File: src/rtl/temp_pkg.sv
// Shared definitions for the temperature sensor reader: data width,
// SPI frame length and the frame sequencing state encoding.
package temp_pkg;

   localparam int TEMP_W   = 8;
   localparam int SPI_BITS = 8;

   typedef enum logic [2:0] {
      ST_IDLE  = 3'd0,
      ST_SETUP = 3'd1,
      ST_SHIFT = 3'd2,
      ST_DONE  = 3'd3,
      ST_WAIT  = 3'd4
   } state_t;

   // Chip select is asserted only while the sensor is being clocked or set up.
   function automatic logic cs_active(input state_t st);
      return (st == ST_SETUP) || (st == ST_SHIFT);
   endfunction

   // A frame is in progress from chip-select assertion through the result load.
   function automatic logic frame_active(input state_t st);
      return (st == ST_SETUP) || (st == ST_SHIFT) || (st == ST_DONE);
   endfunction

endpackage

File: src/rtl/temp_sensor_reader_sclk_gen.sv
// Serial clock divider: while run is high, toggles sclk every CLK_DIV clk
// cycles starting from low, and flags the clk edge that will raise or lower it.
// Dropping run returns sclk low and restarts the divider.
module sclk_gen #(
   parameter int CLK_DIV = 4
) (
   input  logic clk,
   input  logic rst_n,
   input  logic run,
   output logic sclk,
   output logic rise,
   output logic fall
);

   localparam int DIV_W = (CLK_DIV > 1) ? $clog2(CLK_DIV) : 1;
   localparam logic [DIV_W-1:0] DIV_LAST = DIV_W'(CLK_DIV - 1);

   logic [DIV_W-1:0] div_cnt_r;
   logic             sclk_r;
   logic             wrap_s;

   assign wrap_s = (div_cnt_r == DIV_LAST);
   assign rise   = run && wrap_s && !sclk_r;
   assign fall   = run && wrap_s && sclk_r;
   assign sclk   = sclk_r;

   // Half-period counter and sclk toggle; idles low with the counter cleared.
   always_ff @(posedge clk or negedge rst_n) begin
      if (!rst_n) begin
         div_cnt_r <= {DIV_W{1'b0}};
         sclk_r    <= 1'b0;
      end else if (!run) begin
         div_cnt_r <= {DIV_W{1'b0}};
         sclk_r    <= 1'b0;
      end else if (wrap_s) begin
         div_cnt_r <= {DIV_W{1'b0}};
         sclk_r    <= !sclk_r;
      end else begin
         div_cnt_r <= div_cnt_r + DIV_W'(1);
      end
   end

endmodule

File: src/rtl/temp_sensor_reader.sv
// Periodic reader for an 8-bit SPI mode-0 temperature sensor. Each frame
// asserts cs_n, clocks in 8 bits MSB first and presents the word on temp
// with a one-cycle temp_valid strobe. Frames start every SAMPLE_PERIOD
// cycles while enable is high and are never cut short once started.
module temp_sensor_reader
   import temp_pkg::*;
#(
   parameter int CLK_DIV       = 4,
   parameter int CS_SETUP      = 2,
   parameter int SAMPLE_PERIOD = 1000
) (
   input  logic              clk,
   input  logic              rst_n,
   input  logic              enable,
   input  logic              sensor_miso,
   output logic              sensor_sclk,
   output logic              sensor_cs_n,
   output logic [TEMP_W-1:0] temp,
   output logic              temp_valid,
   output logic              busy
);

   localparam int PER_W = $clog2(SAMPLE_PERIOD);
   localparam logic [PER_W-1:0] PER_LAST   = PER_W'(SAMPLE_PERIOD - 1);
   localparam logic [PER_W-1:0] SETUP_LAST = PER_W'(CS_SETUP - 1);
   localparam logic [3:0]       BIT_LAST   = 4'(SPI_BITS);

   // Reject parameter sets where a frame could not finish inside one period.
   if (CLK_DIV < 1 || CS_SETUP < 1) begin : g_bad_timing
      $error("temp_sensor_reader: CLK_DIV and CS_SETUP must be at least 1");
   end
   if (SAMPLE_PERIOD <= CS_SETUP + 16 * CLK_DIV + 1) begin : g_bad_period
      $error("temp_sensor_reader: SAMPLE_PERIOD too short for one frame");
   end

   state_t              state_r;
   state_t              next_state_s;
   logic [PER_W-1:0]    period_cnt_r;
   logic [3:0]          bit_cnt_r;
   logic [TEMP_W-1:0]   shift_r;
   logic                cs_n_r;
   logic [TEMP_W-1:0]   temp_r;
   logic                temp_valid_r;
   logic                busy_r;
   logic                run_s;
   logic                rise_s;
   logic                fall_s;
   logic                sclk_s;
   logic                start_s;

   assign run_s   = (state_r == ST_SHIFT);
   assign start_s = (next_state_s == ST_SETUP) && (state_r != ST_SETUP);

   sclk_gen #(
      .CLK_DIV (CLK_DIV)
   ) u_sclk_gen (
      .clk   (clk),
      .rst_n (rst_n),
      .run   (run_s),
      .sclk  (sclk_s),
      .rise  (rise_s),
      .fall  (fall_s)
   );

   // Frame state register.
   always_ff @(posedge clk or negedge rst_n) begin
      if (!rst_n) begin
         state_r <= ST_IDLE;
      end else begin
         state_r <= next_state_s;
      end
   end

   // Frame sequencing; enable is only looked at in IDLE and at the period boundary.
   always_comb begin
      next_state_s = state_r;
      case (state_r)
         ST_IDLE: begin
            if (enable) begin
               next_state_s = ST_SETUP;
            end else begin
               next_state_s = ST_IDLE;
            end
         end
         ST_SETUP: begin
            if (period_cnt_r == SETUP_LAST) begin
               next_state_s = ST_SHIFT;
            end else begin
               next_state_s = ST_SETUP;
            end
         end
         ST_SHIFT: begin
            if (fall_s && (bit_cnt_r == BIT_LAST)) begin
               next_state_s = ST_DONE;
            end else begin
               next_state_s = ST_SHIFT;
            end
         end
         ST_DONE: begin
            next_state_s = ST_WAIT;
         end
         ST_WAIT: begin
            if (period_cnt_r == PER_LAST) begin
               if (enable) begin
                  next_state_s = ST_SETUP;
               end else begin
                  next_state_s = ST_IDLE;
               end
            end else begin
               next_state_s = ST_WAIT;
            end
         end
         default: begin
            next_state_s = ST_IDLE;
         end
      endcase
   end

   // Period counter measured from each conversion start; also times the cs_n setup.
   always_ff @(posedge clk or negedge rst_n) begin
      if (!rst_n) begin
         period_cnt_r <= {PER_W{1'b0}};
      end else if (start_s || (state_r == ST_IDLE)) begin
         period_cnt_r <= {PER_W{1'b0}};
      end else begin
         period_cnt_r <= period_cnt_r + PER_W'(1);
      end
   end

   // Deserialiser: capture miso on the edge that raises sclk, MSB first.
   always_ff @(posedge clk or negedge rst_n) begin
      if (!rst_n) begin
         bit_cnt_r <= 4'd0;
         shift_r   <= {TEMP_W{1'b0}};
      end else if (state_r == ST_SETUP) begin
         bit_cnt_r <= 4'd0;
         shift_r   <= {TEMP_W{1'b0}};
      end else if (run_s && rise_s) begin
         bit_cnt_r <= bit_cnt_r + 4'd1;
         shift_r   <= {shift_r[TEMP_W-2:0], sensor_miso};
      end else begin
         bit_cnt_r <= bit_cnt_r;
         shift_r   <= shift_r;
      end
   end

   // Output registers, derived from the upcoming state so they track it exactly.
   always_ff @(posedge clk or negedge rst_n) begin
      if (!rst_n) begin
         cs_n_r       <= 1'b1;
         busy_r       <= 1'b0;
         temp_r       <= {TEMP_W{1'b0}};
         temp_valid_r <= 1'b0;
      end else begin
         cs_n_r <= !cs_active(next_state_s);
         busy_r <= frame_active(next_state_s);
         if (state_r == ST_DONE) begin
            temp_r       <= shift_r;
            temp_valid_r <= 1'b1;
         end else begin
            temp_r       <= temp_r;
            temp_valid_r <= 1'b0;
         end
      end
   end

   assign sensor_sclk = sclk_s;
   assign sensor_cs_n = cs_n_r;
   assign temp        = temp_r;
   assign temp_valid  = temp_valid_r;
   assign busy        = busy_r;

endmodule
File: config.mk
export PLATFORM = sky130hd
export DESIGN_NAME = temp_sensor_reader
export DESIGN_NICKNAME = d
export VERILOG_FILES = /design/src/rtl/temp_pkg.sv /design/src/rtl/temp_sensor_reader_sclk_gen.sv /design/src/rtl/temp_sensor_reader.sv
export SDC_FILE = /design/constraint.sdc
export NUM_CORES = 1
export LEC_CHECK = 0
export CAP_MARGIN = 20
export CORE_MARGIN = 10
export CORE_UTILIZATION = 44
export CTS_CLUSTER_SIZE = 24
export DETAILED_ROUTE_END_ITERATION = 12
export DONT_BUFFER_PORTS = 1
export PLACE_DENSITY_LB_ADDON = 0.05
export SETUP_SLACK_MARGIN = 0.3
export SYNTH_ARGS = -nofsm -noshare
export SYNTH_HDL_FRONTEND = slang
export SYNTH_HIERARCHICAL = 1
export SYNTH_SLANG_ARGS = --single-unit
File: constraint.sdc
create_clock -name clk -period 4.2 [get_ports clk]
set_input_delay 0.84 -clock clk [delete_from_list [all_inputs] [get_ports clk]]
set_output_delay 0.84 -clock clk [all_outputs]
set_load 0.01 [all_outputs]
==> run metrics <==
Static Leak between 0.0008 and 0.0009 uW; global route total overflow 0; DRC 0; die area approximately 7100 um2; largest net degree at the start of global routing 40; total CTS buffers 5; critical path arrival roughly 2.5 ns; top cells by area, synth dfrtp_1 52%, nand2_1 9.2%, nor2_1 3.7%; Worst Path Required around 4.4 ns; Yosys top cell area share about half; RSZ-0062 raised after global routing no; clk_lat worst skew a little under 0.3 ns; first-pass iteration count of the detailed router 4; Fmax ~440 MHz; Main synth FF type dfrtp_1; Final period util between 50 and 60%; via count 1213; first-pass GRT wire length around 5800 um; Yosys cell types just over 40; Antenna Violating Nets Remaining 0; post-synth top area cell dfrtp_1; post-synthesis cell count 179; final setup fails 0; Design Area, Final just under 2000 um2; root buf cell clkbuf_8; Hold Path Class primary input to async pin; Avg Cell Area, Syn ~10 um2; sequential share of the synthesized area 53.4%; Hold WS between 0.2 and 0.25 ns; Initial DRC Count about 70; PortBufs 0; gr usage total between 9 and 10%; Worst setup EP type register; dpl cell area between 1500 and 2000 um2; Slew HR between 50% and 60%; CTS tree built; post-synthesis register bit count 39; Initial Util ~46%; Mapped Area about 1800 um2; Total Power around 750 uW; Peak VDD IR 0.133 mV; final setup TNS 0 ns; area delta synth->final 8.54%; vias in the first global route between 1000 and 1500; outcome finished clean; clock slew at reported path FFs about 0.07 ns; layout cell share with drive strength beyond 1 9.94%; ant diodes 0; Via density ~5.3; gpl congestion 0.714; Nets 189; skew final between 0.004 and 0.005 ns; hold_buf cts 0; DP Wirelength 2460 um; Hold Fails Final Rpt 0; drt wl/cell about 15 um; max_cap viols 0; Worst-Margin Slew between 0.6 and 0.7 ns; clock tree sinks 39; Core ar. approximately 4000 um2; post-cts gate resize count 0; kind of critical path register to register; Synth Warn # 6; DIE WIDTH 84.5 um; Setup crit start kind register; final design utilization between 40% and 50%; Post-synth ARST share between 90% and 100%; # Post-CTS Setup Buffers 0; CTS max path bufs 2; I/O Pins 16; Post-Route WL 3400 um; initial antenna violation count 0; H-tree depth 2; final period demand of the worst path 2.29 ns; CP Max Fanout 9; Post-synth EDFFs 0; Post-Syn Nets approximately 190; die height 84.5 um; row cnt 23; reg2reg setup slack approximately 1.9 ns; Pins Over Slew Limit 0; Cell Pwr Density roughly 380 nW/um2
registers in the layout, indices dropped and copies added, names as in the netlist:
register              count
state_r                   3
bit_cnt_r                 4
temp_valid                1
temp                      8
u_sclk_gen/sclk           1
period_cnt_r             10
shift_r                   8
u_sclk_gen/div_cnt_r      2
sensor_cs_n               1
busy                      1
final cells by class:
cell class	instances	area, um2
Clock buffer	6	72.6
Tap cell	50	62.6
Fill cell	376	2010
Clock inverter	2	60.1
Multi-Input combinational cell	128	792
Sequential cell	39	977
Inverter	6	22.5
Yosys cell counts (2+ instances only):
library cell / n
and4_1: 2
o31ai_1: 2
a21oi_1: 8
nand2_1: 45
ha_1: 5
nor3b_1: 3
and3_1: 3
nand4_1: 3
inv_1: 5
nor2_1: 18
nand3_1: 2
nand2b_1: 2
xnor2_1: 7
and2_1: 2
and3_2: 2
o21ai_0: 2
dfrtp_1: 38
xor2_1: 5
buf_4: 2
clkbuf_1: 2
through the flow:
stage	setup slack (ns)	instances
after global routing	1.73	231
after CTS	1.86	231
final	1.91	231
after global placement	2.00	223
after floorplan	2.18	179
after detailed placement	1.88	223
critical path, cell delays in order (launching register included):
cell	delay, ns
dfrtp_1	0.52
nor3b_1	0.57
and3_2	0.30
nand4b_1	0.10
o22a_2	0.23
o211ai_2	0.19
mux2_4	0.32
cells in the final DEF (no fill, tap or decap), types with 2 or more instances in the layout:
master      n
nand2b_1    2
bufinv_16   2
xor2_1      5
and4_1      2
and2_1      2
o31ai_1     2
o21ai_0     2
xnor2_1     7
nand4_1     3
inv_1       5
clkbuf_8    5
nand3_1     2
nor3b_1     3
a21oi_1     8
and3_1      3
nand2_1    45
and3_2      2
ha_1        5
dfrtp_1    38
nor2_1     18
report_power, final:
group          internal (uW)  switching [uW]
combinational           1.83            1.61
sequential               378            2.32
clock                    237             127
layer usage:
| metal | part of all wire [%] | up-vias | global-route usage, % |
|---|---|---|---|
| met1 | 47 | 591 | 11.9 |
| met3 | 6.1 | 6 | 4.54 |
| met2 | 45 | 21 | 15.2 |
| li1 | - | 595 | - |
| met5 | 0 | - | 0 |
| met4 | 1.8 | 0 | 4.04 |
worst paths after layout:
check | start | to | cells past startpoint
setup / recovery | state_r[1] | sensor_cs_n | 6
hold / removal | rst_n | temp[4] | 0
setup reg to reg | state_r[1] | sensor_cs_n | 6
hold reg to reg | u_sclk_gen/div_cnt_r[0] | u_sclk_gen/div_cnt_r[0] | 1
max in group asynchronous | rst_n | sensor_cs_n | 0
min in group clk | u_sclk_gen/div_cnt_r[0] | u_sclk_gen/div_cnt_r[0] | 1
cells by family after synthesis:
logic type	Yosys count	synth area share, %
xor gates and xnor gates	12	5.74
AOI/OAI and AO/OA	19	7.45
adders and majority gates	5	3.42
buffers and inverters	12	3.35
and+or+nand+nor	91	25.8
muxes	1	0.820
DFF	39	53.4
Note: power is estimated with default switching activity, not from simulation.
